[config.mk]
export PLATFORM = sky130hd
export DESIGN_NAME = wb_spi_ctrl_flat
export DESIGN_NICKNAME = d
export VERILOG_FILES = /design/src/rtl/wb_spi_ctrl_if.sv /design/src/rtl/wb_spi_ctrl.sv /design/src/flat_wrapper.sv
export SDC_FILE = /design/constraint.sdc
export NUM_CORES = 1
export LEC_CHECK = 0
export ABC_AREA = 1
export CAP_MARGIN = 5
export CORE_ASPECT_RATIO = 1.25
export CORE_MARGIN = 3
export CORE_UTILIZATION = 30
export DETAILED_ROUTE_END_ITERATION = 6
export PLACE_DENSITY = 0.63
export REMOVE_ABC_BUFFERS = 1
export SLEW_MARGIN = 20
export SYNTH_ARGS = -nofsm -noshare
export SYNTH_HDL_FRONTEND = slang
export SYNTH_SLANG_ARGS = --single-unit
[constraint.sdc]
create_clock -name wb_clk_i -period 4.7 [get_ports wb_clk_i]
set_input_delay 0.47 -clock wb_clk_i [delete_from_list [all_inputs] [get_ports wb_clk_i]]
set_output_delay 0.47 -clock wb_clk_i [all_outputs]
set_load 0.05 [all_outputs]
[src/rtl/wb_spi_ctrl_if.sv]
// rtl/wb_spi_ctrl_if.sv - Wishbone B3 classic bus bundle for the SPI controller slot
interface wb_spi_ctrl_if;
  logic [3:0]  adr;
  logic [31:0] dat_wr;
  logic [31:0] dat_rd;
  logic [3:0]  sel;
  logic        we;
  logic        stb;
  logic        cyc;
  logic        ack;

  modport master (output adr, dat_wr, sel, we, stb, cyc, input dat_rd, ack);
  modport slave  (input adr, dat_wr, sel, we, stb, cyc, output dat_rd, ack);
endinterface

[src/rtl/wb_spi_ctrl.sv]
// rtl/wb_spi_ctrl.sv - Wishbone responder with an 8-bit mode-0 MSB-first SPI master
// Registers: DATA 0x0, CTRL 0x4 (BUSY/DONE/IE/OVR/DIV), CS 0x8, reserved 0xC.
module wb_spi_ctrl #(
  parameter logic [7:0] DEFAULT_DIV = 8'd3
) (
  input  logic             wb_clk_i,
  input  logic             wb_rst_ni,
  wb_spi_ctrl_if.slave     bus,
  output logic             irq_o,
  output logic             spi_sclk_o,
  output logic             spi_mosi_o,
  input  logic             spi_miso_i,
  output logic             spi_cs_no
);

  localparam logic [1:0] IDLE    = 2'd0;
  localparam logic [1:0] SHIFT   = 2'd1;
  localparam logic [1:0] DONE_ST = 2'd2;

  logic [1:0]  state;
  logic        ack_q;
  logic [31:0] dat_q;
  logic [7:0]  div;
  logic [7:0]  div_cnt;
  logic [2:0]  bit_cnt;
  logic [7:0]  shreg;
  logic [7:0]  rx;
  logic        miso_q;
  logic        sclk;
  logic        mosi;
  logic        cs;
  logic        ie;
  logic        done;
  logic        ovr;
  logic        irq;

  logic        accept;
  logic        wr;
  logic        wr_data;
  logic        wr_ctrl0;
  logic        wr_ctrl1;
  logic        wr_cs;
  logic        busy;
  logic        half_tick;
  logic        done_nxt;
  logic        ie_nxt;
  logic [31:0] rdata;
  logic        unused_bits;

  assign accept    = bus.stb & bus.cyc & ~ack_q;
  assign wr        = accept & bus.we;
  assign wr_data   = wr && (bus.adr[3:2] == 2'd0) && bus.sel[0];
  assign wr_ctrl0  = wr && (bus.adr[3:2] == 2'd1) && bus.sel[0];
  assign wr_ctrl1  = wr && (bus.adr[3:2] == 2'd1) && bus.sel[1];
  assign wr_cs     = wr && (bus.adr[3:2] == 2'd2) && bus.sel[0];
  assign busy      = (state != IDLE);
  // >= rather than == so a DIV lowered mid-transfer still ends the current half-period
  assign half_tick = (state == SHIFT) && (div_cnt >= div);

  assign unused_bits = ^{bus.adr[1:0], bus.dat_wr[31:16], bus.sel[3:2]};

  always_comb begin
    done_nxt = done;
    if (wr_ctrl0 && bus.dat_wr[1]) done_nxt = 1'b0;
    if (state == DONE_ST)          done_nxt = 1'b1;
    ie_nxt = wr_ctrl0 ? bus.dat_wr[2] : ie;
  end

  always_comb begin
    rdata = '0;
    case (bus.adr[3:2])
      2'd0:    rdata = {24'h0, rx};
      2'd1:    rdata = {16'h0, div, 4'h0, ovr, ie, done, busy};
      2'd2:    rdata = {31'h0, cs};
      default: rdata = '0;
    endcase
  end

  always_ff @(posedge wb_clk_i or negedge wb_rst_ni) begin
    if (!wb_rst_ni) begin
      state   <= IDLE;
      ack_q   <= 1'b0;
      dat_q   <= '0;
      div     <= DEFAULT_DIV;
      div_cnt <= '0;
      bit_cnt <= '0;
      shreg   <= '0;
      rx      <= '0;
      miso_q  <= 1'b0;
      sclk    <= 1'b0;
      mosi    <= 1'b0;
      cs      <= 1'b1;
      ie      <= 1'b0;
      done    <= 1'b0;
      ovr     <= 1'b0;
      irq     <= 1'b0;
    end else begin
      ack_q <= accept;
      dat_q <= accept ? rdata : 32'h0;
      done  <= done_nxt;
      ie    <= ie_nxt;
      irq   <= done_nxt & ie_nxt;
      if (wr_ctrl0 && bus.dat_wr[3]) ovr <= 1'b0;
      if (wr_data && busy)           ovr <= 1'b1;
      if (wr_ctrl1)                  div <= bus.dat_wr[15:8];
      if (wr_cs)                     cs  <= bus.dat_wr[0];

      case (state)
        IDLE: begin
          if (wr_data) begin
            state   <= SHIFT;
            shreg   <= bus.dat_wr[7:0];
            mosi    <= bus.dat_wr[7];
            bit_cnt <= '0;
            div_cnt <= '0;
          end
        end
        SHIFT: begin
          if (half_tick) begin
            div_cnt <= '0;
            sclk    <= ~sclk;
            if (!sclk) begin
              miso_q <= spi_miso_i;
            end else begin
              shreg   <= {shreg[6:0], miso_q};
              mosi    <= shreg[6];
              bit_cnt <= bit_cnt + 3'd1;
              if (bit_cnt == 3'd7) state <= DONE_ST;
            end
          end else begin
            div_cnt <= div_cnt + 8'd1;
          end
        end
        DONE_ST: begin
          rx    <= shreg;
          sclk  <= 1'b0;
          state <= IDLE;
        end
        default: state <= IDLE;
      endcase
    end
  end

  assign bus.ack    = ack_q;
  assign bus.dat_rd = dat_q;
  assign irq_o      = irq;
  assign spi_sclk_o = sclk;
  assign spi_mosi_o = mosi;
  assign spi_cs_no  = cs;

endmodule

[src/flat_wrapper.sv]
// flat-port wrapper written by rule: the top's interface ports become plain ports
module wb_spi_ctrl_flat 
#(
  parameter logic [7:0] DEFAULT_DIV = 8'd3
)
  (wb_clk_i, wb_rst_ni, irq_o, spi_sclk_o, spi_mosi_o, spi_miso_i, spi_cs_no, bus_adr, bus_dat_wr, bus_sel, bus_we, bus_stb, bus_cyc, bus_dat_rd, bus_ack);
  wb_spi_ctrl_if bus_i ();
  input  logic wb_clk_i;
  input  logic wb_rst_ni;
  output logic irq_o;
  output logic spi_sclk_o;
  output logic spi_mosi_o;
  input  logic spi_miso_i;
  output logic spi_cs_no;
  input wire logic [$bits(bus_i.adr)-1:0] bus_adr;
  input wire logic [$bits(bus_i.dat_wr)-1:0] bus_dat_wr;
  input wire logic [$bits(bus_i.sel)-1:0] bus_sel;
  input wire logic [$bits(bus_i.we)-1:0] bus_we;
  input wire logic [$bits(bus_i.stb)-1:0] bus_stb;
  input wire logic [$bits(bus_i.cyc)-1:0] bus_cyc;
  output wire logic [$bits(bus_i.dat_rd)-1:0] bus_dat_rd;
  output wire logic [$bits(bus_i.ack)-1:0] bus_ack;
  assign bus_i.adr = bus_adr;
  assign bus_i.dat_wr = bus_dat_wr;
  assign bus_i.sel = bus_sel;
  assign bus_i.we = bus_we;
  assign bus_i.stb = bus_stb;
  assign bus_i.cyc = bus_cyc;
  assign bus_dat_rd = bus_i.dat_rd;
  assign bus_ack = bus_i.ack;
  wb_spi_ctrl #(.DEFAULT_DIV(DEFAULT_DIV)) u_core (.wb_clk_i(wb_clk_i), .wb_rst_ni(wb_rst_ni), .bus(bus_i), .irq_o(irq_o), .spi_sclk_o(spi_sclk_o), .spi_mosi_o(spi_mosi_o), .spi_miso_i(spi_miso_i), .spi_cs_no(spi_cs_no));
endmodule
==> metrics.md, run 1 <==
| Metric | Value |
|---|---|
| Fillers | ~950 |
| Final period util | between 40% and 50% |
| Clk Tree Root Cell | clkbuf_16 |
| Vias in the first global route | roughly 2300 |
| Crit path kind | reg2reg |
| Post-synthesis sequential area ratio | just over 50% |
| GR Overflow Total | 0 |
| Max Slew Vio Count | 0 |
| Total Wirelength | about 6.3 mm |
| Ant diodes | 0 |
| Drt drc | 0 |
| Layout cells sized above 1 | between 8 and 9% |
| Pin count of the biggest net entering global routing | 62 |
| Area leader, netlist | dfrtp_1 |
| Area of the core | between 0.009 and 0.01 mm² |
| Ys async rst share | 100% |
| Worst Hold Slack | a little under 0.3 ns |
| Worst setup margin | approximately 2.5 ns |
| DIE HEIGHT | ~120 µm |
| Place WS | 2.25 ns |
| Max-cap viol count | 0 |
| Final hold vios | 0 |
| Post-synth top area share | roughly half |
| GRT Total Usage | 12.0% |
| Num CTS Buffers | 9 |
| Nets | approximately 440 |
| FMAX | 0.446 GHz |
| Pwr/cell area | roughly 460 mW/mm² |
| First-pass GRT wire length | roughly 11 mm |
| Iteration-0 DRC Markers | approximately 160 |
| Clk slew on worst S/H paths | 0.05 ns |
| Hold WC Path Type | in2async |
| Dominant cells by area after synthesis | dfrtp_1 (49%), nand2_1 (9.3%), inv_1 (5.3%), ha_1 (4.6%), buf_4 (4.3%) |
| Synth Area in Simple Gates | between 20% and 30% |
| Flops & latches, synth | 61 |
| Mapped Area | 0.00299 mm² |
| Post-CTS Setup Bufs | 0 |
| Critical path fanouts, max | 14 |
| Initial antenna violation count | 0 |
| Mux contribution to synthesized area | between 1 and 1.5% |
| Final Skew | roughly 0.0043 ns |
| Max VDD drop | between 150 and 200 µV |
| CP startpoint kind | register |
| CP Capture Type | register |
| Leak | between 0.0015 and 0.002 µW |
| Post-Synth XOR/XNOR Area | ~1.5% |
| Largest family of logic cells by synthesized area | simple AND/OR/NAND/NOR gates |
| Clk buf depth | 2 |
| Syn_area_per_cell | roughly 9 µm² |
| Final ANT Viol Nets | 0 |
| Via count | about 2400 |
| # hold bufs at CTS | 0 |
| DIE AREA | 0.0112 mm² |
| DRT Pass-1 Iters | 4 |
| Global placement routability congestion | approximately 0.77 |
| Area delta synth->final | 26.9% |
| Worst skew pair latency | about 0.32 ns |
| Post-layout min period | between 2 and 2.5 ns |
| Max_slew headroom | between 40% and 50% |
| Post-synthesis adder-cell area fraction | 4.61% |
| Synth Area in Compound Gates | 7.42% |
| CTS H-tree depth | 3 |
| Syn Inst Count | ~340 |
| Crit path DAT | ~2.5 ns |
| CTS Sinks | 61 |
| Predominant post-synthesis flop cell | dfrtp_1 |
| Post_cts resized | 0 |
| Synth Warn # | 0 |
| Routed wire per std cell | about 12 µm |
| Worst slew pin tran | about 0.78 ns |
| Initial Util | between 30% and 40% |
| DP Wirelength | around 4.4 mm |
| Post-DR vias/cell | 4.57 |
| Req. time, crit path | 4.91 ns |
| Status | finished clean |
| Yosys cell types | 33 |
| Chip width | 95.2 µm |
| Final setup TNS | 0 ns |
| Unrepaired setup endpoints after global routing | false |
| Number of flops mapped to enable cells by yosys | 0 |
| I/O pin cnt | between 80 and 90 |
| Row Count | 40 |
| TritonCTS clock tree | built |
| Number of buffers added on ports | between 40 and 50 |
| Final setup viols | 0 |
-- flip-flops by register name, indices dropped and copies added, names as in the netlist --
name	flops
u_core.ovr	1
u_core.bus.ack	1
u_core.div	8
u_core.spi_sclk_o	1
u_core.bit_cnt	3
u_core.irq_o	1
u_core.rx	8
u_core.miso_q	1
u_core.bus.dat_rd	16
u_core.done	1
u_core.spi_cs_no	1
u_core.ie	1
u_core.div_cnt	8
u_core.state	2
u_core.shreg	8
-- cell usage in the layout, fill, tap and decap left out, types with 3 or more instances in the layout --
master,n
a21oi_1,12
dfrtp_1,58
inv_2,3
clkdlybuf4s50_1,45
nand3_1,14
dfstp_2,3
o21ai_1,7
ha_1,11
nand2_2,3
inv_1,42
conb_1,16
nand4_1,13
clkbuf_16,9
xor2_1,3
nor3_1,8
nand2_1,74
clkbuf_8,4
nor2_1,26
o21ai_0,18
-- power breakdown --
part	switching [µW]	leakage, µW	internal (µW)
combinational	295	0.000946	140
sequential	58.3	0.000778	612
clock	220	0.000148	412
-- metrics by stage --
| stage | std cells | utilization (%) | total power, µW | cell area [µm²] |
|---|---|---|---|---|
| 3_3_place_gp | 500 | 36.2 | 1100 | 3490 |
| 5_1_grt | 516 | 39.2 | 1850 | 3790 |
| 3_5_place_dp | 500 | 36.2 | 1110 | 3490 |
| 4_1_cts | 516 | 39.2 | 1750 | 3790 |
| 6_report | 516 | 39.2 | 1740 | 3790 |
| 2_1_floorplan | 327 | - | 975 | 2870 |
-- worst paths after layout --
kind	startpoint	to	slack, ns	cells past startpoint
worst min register to register	u_core.shreg[5]	u_core.shreg[5]	0.47	2
worst max-delay path	u_core.div[1]	u_core.shreg[3]	2.46	11
max in group asynchronous	wb_rst_ni	u_core.div[2]	3.88	2
worst max register to register	u_core.div[1]	u_core.shreg[3]	2.46	11
worst min-delay path	wb_rst_ni	u_core.bus.dat_rd[4]	0.30	2
min in group wb_clk_i	u_core.shreg[5]	u_core.shreg[5]	0.47	2
-- metal layers --
metal | vias to the layer above | share of wire, % | GRT usage [%] | routed length (µm)
met4 | 0 | 2.0 | 6.23 | 124
met3 | 10 | 4.5 | 2.37 | 282
met5 | - | 0 | 0 | 0
li1 | 1153 | - | - | -
met1 | 1144 | 44 | 14.9 | 2780
met2 | 50 | 49 | 19.4 | 3070
-- area by class of cell --
type	count	area [µm²]	area share [%]
multi-input cells	221	1170	30.9
flip-flops and latches	61	1530	40.4
well taps	126	158	4.16
clock buffers	13	280	7.40
repair buffers	47	463	12.2
clock inverters	3	17.5	0.462
inverters	45	169	4.46
-- critical path, cell delays in order, from the launching register on --
cell     delay (ns)
dfstp_2        0.52
inv_1          0.07
ha_1           0.29
nand2_1        0.05
nor2_1         0.08
nor2_1         0.04
nand2_1        0.06
nand2_1        0.07
nand3_1        0.41
nand3_2        0.35
nand2_1        0.15
nand2_1        0.06
-- Yosys cell counts, types with 4 or more instances --
cell / number
dfrtp_1: 58
nor3_1: 8
nor2_1: 26
nand3_1: 14
buf_4: 17
o21ai_0: 18
inv_1: 42
o21ai_1: 7
nand4_1: 13
nand2_1: 74
a21oi_1: 12
buf_2: 4
ha_1: 11
-- cells by family after synthesis --
| kind of cell | count (synthesis) |
|---|---|
| compound gates | 42 |
| xor+xnor | 5 |
| fa+ha+maj | 11 |
| buf+inv | 70 |
| flops | 61 |
| mux | 3 |
| other cells | 1 |
| simple gates | 144 |
No activity file was read; power rests on OpenSTA's default activity.
==> run 2: changes to the inputs <==
- clock period: 4.7 -> 2.35 ns (I/O delays scaled with it)
==> metrics.md, run 2 (synthesis results as in run 1) <==
| Metric | Value |
|---|---|
| Final setup viols | 0 (unchanged) |
| Hold WC Path Type | in2async |
| Design Area, Final | 0.00383 mm² (+1.2%) |
| R2R Path Start | u_core.div[1] |
| CTS H-tree depth | 3 (unchanged) |
| Max-cap viol count | 0 (unchanged) |
| Buf/Inv on CP | 1 (unchanged) |
| Max_slew headroom | 48.9% (+0.64 points) |
| Most frequent cells in the layout | nand2_1 (74), dfrtp_1 (58), clkdlybuf4s50_1 (45) |
| Vias in the first global route | 2364 (+2.5%) |
| Commonest non-fill, non-tap cell in the layout | nand2_1 |
| DP Wirelength | 4.54 mm (+2.2%) |
| Via count | 2336 (-0.89%) |
| GR Overflow Total | 0 (unchanged) |
| Global placement routability congestion | 0.793 (+3.0%) |
| Pin count of the biggest net entering global routing | 62 (unchanged) |
| Final Non-Filler Cells | 520 (+0.78%) |
| Area delta synth->final | 28.5% |
| Routed wire per std cell | 12.1 µm (+0.10%) |
| Clk Tree Root Cell | clkbuf_16 |
| Max VDD drop | 357 µV (+130%) |
| Crit path max-delay family | buffers and inverters |
| Post-DR vias/cell | 4.49 (-1.7%) |
| Num CTS Buffers | 9 (unchanged) |
| FMAX | ~0.53 GHz |
| GRT Total Usage | 12.4% (+0.34 points) |
| Leak | 0.00189 µW (+1.2%) |
| Status | finished clean |
| Pwr/cell area | 937 mW/mm² (+100%) |
| Max FFs per register | 16 (unchanged) |
| Drt drc | 0 (unchanged) |
| Post_cts resized | 0 (unchanged) |
| DIE AREA | 0.0112 mm² (unchanged) |
| CP Capture Type | output pin |
| Layout cells sized above 1 | 9.39% (+0.67 points) |
| # hold bufs at CTS | 0 (unchanged) |
| Placed Area | 0.00352 mm² (+0.86%) |
| Initial Util | 30.9% (unchanged) |
| TritonCTS clock tree | built |
| R2R Setup Slk | 0.49 ns (-1.97 ns) |
| Final setup TNS | 0 ns (unchanged) |
| Reg2reg path depth | 11 (unchanged) |
| Crit path kind | reg2out |
| Nets | 446 (+0.90%) |
| First-pass GRT wire length | 10.9 mm (+1.8%) |
| Ant diodes | 0 (unchanged) |
| CP cell instances | clkdlybuf4s50_1 |
| Worst path max stage delay | 0.80 ns (+0.28 ns) |
| Worst slew pin tran | 0.767 ns (-0.00955 ns) |
| Clk buf depth | 2 (unchanged) |
| Placed Cells | 504 (+0.80%) |
| Req. time, crit path | 2.12 ns (-2.79 ns) |
| DIE HEIGHT | 118 µm (unchanged) |
| Area of the core | 0.00966 mm² (unchanged) |
| DRT Pass-1 Iters | 4 (unchanged) |
| I/O pin cnt | 83 (unchanged) |
| CP startpoint kind | register |
| Final ANT Viol Nets | 0 (unchanged) |
| Iteration-0 DRC Markers | 169 (+7.6%) |
| Row Count | 40 (unchanged) |
| Clk slew on worst S/H paths | 0.05 ns (about the same) |
| CTS Sinks | 61 (unchanged) |
| Post-CTS Setup Bufs | 0 (unchanged) |
| Worst skew pair latency | 0.33 ns (about the same) |
| Crit path DAT | 1.67 ns (-0.78 ns) |
| Number of buffers added on ports | 46 (unchanged) |
| Total Wirelength | 6.31 mm (+0.88%) |
| Initial antenna violation count | 0 (unchanged) |
| Final Util | 39.7% (+0.47 points) |
| Final Skew | 0.00694 ns (+0.00265 ns) |
| Chip width | 95.2 µm (unchanged) |
| Worst-path cell with the longest stage delay | clkdlybuf4s50_1 |
| Critical path fanouts, max | 3 (-11) |
| Reg-to-reg critical path endpoint | u_core.shreg[5] |
| Final hold vios | 0 (unchanged) |
| Max Slew Vio Count | 0 (unchanged) |
| Unrepaired setup endpoints after global routing | false |
| Post-layout min period | about 1.9 ns |
| Final period util | approximately four fifths |
## run 2: worst max-delay path by stage
| stage | depth (start not counted) | end | start |
|---|---|---|---|
| floorplan | 11 | u_core.shreg[7] | u_core.div[1] |
| global placement | 5 | u_core.div[0] | bus_adr[2] |
| detailed placement | 5 | u_core.div[0] | bus_adr[2] |
| CTS | 1 | spi_cs_no | u_core.spi_cs_no |
| global route | 11 | u_core.shreg[4] | u_core.div[1] |
| finish | 1 | spi_cs_no | u_core.spi_cs_no |
## run 2: area by class of cell
type | instances | area, µm²
clock buffers | 13 | 270
clock inverters | 3 | 42.5
fillers | 948 | 5820
inverters | 45 | 169
multi-input cells | 221 | 1170
flip-flops and latches | 61 | 1530
well taps | 126 | 158
repair buffers | 51 | 493
## run 2: layer usage
layer | GRT usage, % | up-vias | part of all wire, %
met4 | 6.23 | 0 | 2.1
li1 | - | 1156 | -
met3 | 2.94 | 10 | 5.0
met1 | 15.0 | 1122 | 42
met2 | 20.1 | 48 | 51
met5 | 0 | - | 0
## run 2: power by group
group	switching, µW	internal, µW
sequential	113	1220
combinational	593	305
clock	453	905
## run 2: metrics by stage
step	worst slack [ns]	hold WS [ns]	total power (µW)
after global placement	0.480	0.441	2230
after CTS	0.435	0.0930	3640
final	0.446	0.0493	3590
after detailed placement	0.472	0.446	2260
after floorplan	0.514	-0.0606	1950
after global routing	0.265	0.129	3830
